## src/rtl/mem_access_unit.sv

```systemverilog
// mem_access_unit
//   CPU-side initiator for the data memory. Takes one load/store at a time,
//   drives MemRead/MemWrite/mem_addr/mem_din, sizes and extends load data,
//   and performs byte/half stores as read-modify-write on the word memory.
//
// Ports
//   clk, rst                  clock, asynchronous active-high reset
//   req_valid / req_ready     request handshake (ready only in IDLE, rst low)
//   req_write, req_size       store/load, 00 byte 01 half 10 word 11 reserved
//   req_unsigned              load zero-extend (1) / sign-extend (0)
//   req_addr, req_wdata       byte address, store data (low bits for sub-word)
//   resp_valid                one-cycle completion pulse
//   resp_rdata, resp_err      load result / misaligned-or-reserved flag
//   MemRead, MemWrite         memory enables (never both high)
//   mem_addr, mem_din         word address, write data
//   mem_dout                  read data, valid RD_LAT cycles into a read
module mem_access_unit #(
    parameter int unsigned RD_LAT = 2
) (
    input  logic        clk,
    input  logic        rst,
    input  logic        req_valid,
    output logic        req_ready,
    input  logic        req_write,
    input  logic [1:0]  req_size,
    input  logic        req_unsigned,
    input  logic [31:0] req_addr,
    input  logic [31:0] req_wdata,
    output logic        resp_valid,
    output logic [31:0] resp_rdata,
    output logic        resp_err,
    output logic        MemRead,
    output logic        MemWrite,
    output logic [31:0] mem_addr,
    output logic [31:0] mem_din,
    input  logic [31:0] mem_dout
);

    localparam int CW = (RD_LAT < 1) ? 1 : $clog2(RD_LAT + 1);

    typedef enum logic [1:0] {IDLE, READ, WRITE, RESP} state_t;

    state_t          state_q, state_d;
    logic [CW-1:0]   cnt_q, cnt_d;
    logic            write_q, write_d;
    logic [1:0]      size_q, size_d;
    logic            uns_q, uns_d;
    logic [31:0]     addr_q, addr_d;
    logic            err_q, err_d;
    // Holds store data from accept until the merge, then the merged word
    // (RMW) or the extracted load result.
    logic [31:0]     data_q, data_d;

    logic            misaligned;

    function automatic logic [31:0] extract(input logic [31:0] w,
                                            input logic [1:0]  a,
                                            input logic [1:0]  sz,
                                            input logic        uns);
        logic [7:0]  b;
        logic [15:0] h;
        b = w[{a, 3'b000} +: 8];
        h = a[1] ? w[31:16] : w[15:0];
        case (sz)
            2'b00:   extract = uns ? {24'b0, b} : {{24{b[7]}}, b};
            2'b01:   extract = uns ? {16'b0, h} : {{16{h[15]}}, h};
            default: extract = w;
        endcase
    endfunction

    function automatic logic [31:0] merge(input logic [31:0] w,
                                          input logic [1:0]  a,
                                          input logic [1:0]  sz,
                                          input logic [31:0] wd);
        logic [31:0] r;
        r = w;
        if (sz == 2'b00) begin
            r[{a, 3'b000} +: 8] = wd[7:0];
        end else if (a[1]) begin
            r[31:16] = wd[15:0];
        end else begin
            r[15:0] = wd[15:0];
        end
        merge = r;
    endfunction

    assign misaligned = (req_size == 2'b11)
                     || (req_size == 2'b01 && req_addr[0])
                     || (req_size == 2'b10 && req_addr[1:0] != 2'b00);

    always_ff @(posedge clk or posedge rst) begin
        if (rst) begin
            state_q <= IDLE;
            cnt_q   <= '0;
            write_q <= 1'b0;
            size_q  <= '0;
            uns_q   <= 1'b0;
            addr_q  <= '0;
            err_q   <= 1'b0;
            data_q  <= '0;
        end else begin
            state_q <= state_d;
            cnt_q   <= cnt_d;
            write_q <= write_d;
            size_q  <= size_d;
            uns_q   <= uns_d;
            addr_q  <= addr_d;
            err_q   <= err_d;
            data_q  <= data_d;
        end
    end

    always_comb begin
        state_d = state_q;
        cnt_d   = cnt_q;
        write_d = write_q;
        size_d  = size_q;
        uns_d   = uns_q;
        addr_d  = addr_q;
        err_d   = err_q;
        data_d  = data_q;
        case (state_q)
            IDLE: begin
                if (req_valid) begin
                    write_d = req_write;
                    size_d  = req_size;
                    uns_d   = req_unsigned;
                    addr_d  = req_addr;
                    err_d   = misaligned;
                    data_d  = req_wdata;
                    cnt_d   = '0;
                    if (misaligned) begin
                        state_d = RESP;
                    end else if (req_write && req_size == 2'b10) begin
                        state_d = WRITE;
                    end else begin
                        state_d = READ;
                    end
                end
            end
            READ: begin
                if (cnt_q == CW'(RD_LAT)) begin
                    if (write_q) begin
                        data_d  = merge(mem_dout, addr_q[1:0], size_q, data_q);
                        state_d = WRITE;
                    end else begin
                        data_d  = extract(mem_dout, addr_q[1:0], size_q, uns_q);
                        state_d = RESP;
                    end
                end else begin
                    cnt_d = cnt_q + CW'(1);
                end
            end
            WRITE:   state_d = RESP;
            RESP:    state_d = IDLE;
            default: state_d = IDLE;
        endcase
    end

    assign req_ready  = (state_q == IDLE) && !rst;
    assign MemRead    = (state_q == READ);
    assign MemWrite   = (state_q == WRITE);
    assign mem_addr   = (MemRead || MemWrite) ? {2'b00, addr_q[31:2]} : '0;
    assign mem_din    = MemWrite ? data_q : '0;
    assign resp_valid = (state_q == RESP);
    assign resp_err   = resp_valid && err_q;
    assign resp_rdata = (resp_valid && !err_q && !write_q) ? data_q : '0;

endmodule

```

## config.mk

```make
export PLATFORM = sky130hd
export DESIGN_NAME = mem_access_unit
export DESIGN_NICKNAME = d
export VERILOG_FILES = /design/src/rtl/mem_access_unit.sv
export SDC_FILE = /design/constraint.sdc
export NUM_CORES = 1
export LEC_CHECK = 0
export CAP_MARGIN = 20
export CORE_UTILIZATION = 41
export CTS_BUF_LIST = sky130_fd_sc_hd__clkbuf_4 sky130_fd_sc_hd__clkbuf_8
export CTS_CLUSTER_SIZE = 24
export DETAILED_ROUTE_END_ITERATION = 8
export GPL_ROUTABILITY_DRIVEN = 0
export PLACE_DENSITY = 0.79
export RECOVER_POWER = 25
export SYNTH_ARGS = -nofsm -noshare
export SYNTH_HDL_FRONTEND = slang
export SYNTH_SLANG_ARGS = --single-unit
```

## constraint.sdc

```tcl
create_clock -name clk -period 2.42 [get_ports clk]
set_clock_uncertainty 0.1 [all_clocks]
set_input_delay 0.242 -clock clk [delete_from_list [all_inputs] [get_ports clk]]
set_output_delay 0.242 -clock clk [all_outputs]
set_load 0.01 [all_outputs]
```

==> flow_metrics.env <==
export IMPL_synth_top_flop_cell="dfrtp_1"
export IMPL_numCtsBuffers=9
export IMPL_finalCritPeriodShare=0.963
export IMPL_cts_tree="done"
export IMPL_slew_headroom=0.311
export IMPL_final_cell_area_mm2=0.00771
export IMPL_grt_pass1_vias=5228
export IMPL_syn_cell_area_mm2=0.00516
export IMPL_timing_fmax_mhz=429
export IMPL_avgRoutedWirePerCell_um=19.4
export IMPL_grtUsageTotal=0.278
export IMPL_syn_area_per_cell_um2=9.25
export IMPL_final_hold_violation_count=0
export IMPL_place_area_mm2=0.00735
export IMPL_drt_iter0_drc=421
export IMPL_nNetsFinal=870
export IMPL_grt_first_pass_wirelength_mm=28.0
export IMPL_maxCapViolCount=0
export IMPL_async_flop_share=1.00
export IMPL_setup_slack_ns=0.0891
export IMPL_die_h_um=114
export IMPL_via_per_inst=5.85
export IMPL_setup_tns_ns=0
export IMPL_ios=204
export IMPL_slowest_stage="clkdlybuf4s50_1"
export IMPL_finalSetupViolCount=0
export IMPL_ys_types=66
export IMPL_crit_path_cell_trace="buf_4 -> inv_2 -> ha_4 -> buf_12 -> and2_1 -> clkdlybuf4s50_1"
export IMPL_outcome="finished, final reports clean"
export IMPL_clk_path_buf_depth=2
export IMPL_hp_class="input pin to flop"
export IMPL_worst_slew_pin_transition_ns=1.03
export IMPL_cp_slowest_stage_delay_ns=0.53
export IMPL_start_util=0.424
export IMPL_grt_setup_unrepaired="no"
export IMPL_clk_pin_slew_worst_paths_ns=0.08
export IMPL_port_buffers=201
export IMPL_synth_edf_count=0
export IMPL_die_x_um=114
export IMPL_core_area_mm2=0.0122
export IMPL_slew_violations=0
export IMPL_fin_crit_ns=2.33
export IMPL_drc=0
export IMPL_drive_gt1_frac=0.145
export IMPL_cp_start_kind="flop"
export IMPL_path_max_fanout=16
export IMPL_drtAntennaViolNets=0
export IMPL_netlist_instances=558
export IMPL_rows=40
export IMPL_cts_root_buffer="clkbuf_8"
export IMPL_diodes=0
export IMPL_hpwl_mm=12.8
export IMPL_p_per_area_mw_per_mm2=1350
export IMPL_crit_type="flop to primary output"
export IMPL_ir_drop_v=0.000888
export IMPL_die_area_mm2=0.0130
export IMPL_holdWs_ns=0.375
export IMPL_worstPathArrival_ns=1.99
export IMPL_required_ns=2.08
export IMPL_cts_sinks=73
export IMPL_synth_seq_cells=73
export IMPL_p_leak_nw=3.47
export IMPL_grt_ovfl_total=0
export IMPL_vias=5422
export IMPL_area_growth_synth_to_final_pct=49.4
export IMPL_ys_seq_area_frac=0.354
export IMPL_power_w=0.0104
export IMPL_htree_levels=3
export IMPL_yosysWarnings=0
export IMPL_clk_insertion_delay_late_ns=0.35
export IMPL_dr_pass1_iters=6
export IMPL_dpl_worst_slack_ns=0.163
export IMPL_wl_mm=18.0
export IMPL_crit_path_end_kind="primary output"
export IMPL_grt_start_max_net_pins=74
export IMPL_grt_antenna_before_repair=0
## final cells by class
| type | instances | area (um^2) |
|---|---|---|
| repair buffers | 233 | 2370 |
| multi-input cells | 426 | 3080 |
| clock buffers | 14 | 174 |
| well taps | 168 | 210 |
| inverters | 13 | 48.8 |
| flip-flops and latches | 73 | 1830 |
| fillers | 999 | 4450 |
## Yosys cell counts (all sizes together) (6+ instances only)
| library cell | instances | area [um^2] |
|---|---|---|
| and2 | 97 | 607 |
| dfrtp | 73 | 1830 |
| nor2 | 38 | 143 |
| mux2 | 37 | 417 |
| a21oi | 31 | 155 |
| nand2 | 27 | 104 |
| o21ai | 25 | 125 |
| a31oi | 24 | 150 |
| buf | 24 | 168 |
| clkbuf | 23 | 88.8 |
| a22oi | 16 | 120 |
| mux2i | 15 | 150 |
| inv | 12 | 45.0 |
| ha | 11 | 138 |
| nor3b | 9 | 67.6 |
| o2111ai | 9 | 78.8 |
| a211oi | 8 | 60.1 |
| a221oi | 8 | 76.3 |
| a222oi | 8 | 80.1 |
| o32a | 8 | 80.1 |
| nand2b | 7 | 43.8 |
| nand3b | 6 | 45.0 |
## kinds of logic (layout without fill, tap and decap cells)
| group | after synthesis | in the layout | synth area share |
|---|---|---|---|
| DFF | 73 | 73 | 0.354 |
| other | 1 | 2 | 0.000727 |
| and+or+nand+nor | 206 | 206 | 0.230 |
| buffers and inverters | 60 | 260 | 0.0591 |
| muxes | 53 | 53 | 0.114 |
| AOI/OAI and AO/OA | 154 | 154 | 0.216 |
| adders and majority gates | 11 | 11 | 0.0267 |
## sequential cells by signal (all words and copies together), names as in the netlist
name,cells
size_q,2
state_q,2
err_q,1
cnt_q,2
addr_q,32
uns_q,1
write_q,1
data_q,32
## power breakdown
group	switching (W)	total, W	internal (W)
sequential	0.000655	0.00252	0.00187
clock	0.000441	0.000895	0.000453
combinational	0.00336	0.00700	0.00364
## worst max-delay path, delay by kind of cell (launching register included)
family                     cells  cell delay [ns]
buffers and inverters          4             0.85
and+or+nand+nor                1             0.13
DFF                            1             0.37
adders and majority gates      1             0.28
## per-stage QoR
stage | cells | util
2_1_floorplan | 559 | -
3_3_place_gp | 905 | 0.605
3_5_place_dp | 905 | 0.605
4_1_cts | 925 | 0.626
5_1_grt | 927 | 0.634
6_report | 927 | 0.634
## routing by layer
metal  routed length, um  GRT usage  vias up  part of all wire
li1                    -          -     2423                 -
met4                 689      0.121        0             0.038
met1                6950      0.332     2551              0.39
met2                8350      0.465      382              0.46
met3                2000     0.0831       66              0.11
met5                   0          0        -                 0
## cell usage in the layout, fill, tap and decap left out, types with 5 or more instances in the layout
cell type | synthesis | routed
dlygate4sd2_1 | 0 | 30
a22oi_1 | 16 | 16
dfrtp_1 | 73 | 72
mux2_2 | 37 | 37
a222oi_1 | 8 | 8
a221oi_1 | 7 | 7
nor2_1 | 38 | 38
mux2i_1 | 15 | 15
clkdlybuf4s50_1 | 0 | 151
inv_1 | 12 | 9
nand2_1 | 26 | 26
ha_1 | 11 | 7
o21ai_0 | 24 | 24
clkbuf_8 | 0 | 11
o2111ai_1 | 9 | 9
buf_12 | 0 | 5
a31oi_1 | 24 | 24
nand2b_1 | 7 | 7
nor3b_1 | 9 | 8
a21oi_1 | 31 | 31
and2_1 | 97 | 96
buf_4 | 8 | 23
a211oi_1 | 8 | 8
dlymetal6s2s_1 | 0 | 19
nand3b_1 | 6 | 6
o32a_1 | 8 | 8
## path summary, 6_finish.rpt
| check | startpoint | end | slack [ns] | cells past startpoint |
|---|---|---|---|---|
| max reg2reg | state_q[1]$_DFFE_PP0N_ | data_q[17]$_DFFE_PP0P_ | 0.20 | 8 |
| min reg2reg | addr_q[31]$_DFFE_PP0P_ | addr_q[31]$_DFFE_PP0P_ | 0.40 | 1 |
| min | req_wdata[18] | data_q[18]$_DFFE_PP0P_ | 0.37 | 3 |
| max in group asynchronous | rst | addr_q[1]$_DFFE_PP0P_ | 0.90 | 3 |
| min in group asynchronous | rst | cnt_q[1]$_DFFE_PP0P_ | 0.60 | 3 |
| max | state_q[1]$_DFFE_PP0N_ | mem_addr[9] | 0.09 | 6 |
## repair_timing
action                                  in CTS  in global routing
setup buffers                                4                  2
endpoints found under the setup margin      94                109
cloned                                       2                  0
gates resized for setup                     38                 33
pin swaps                                    0                  2
hold buffers                                 0                  0
Power figures use the tool's default switching activity.
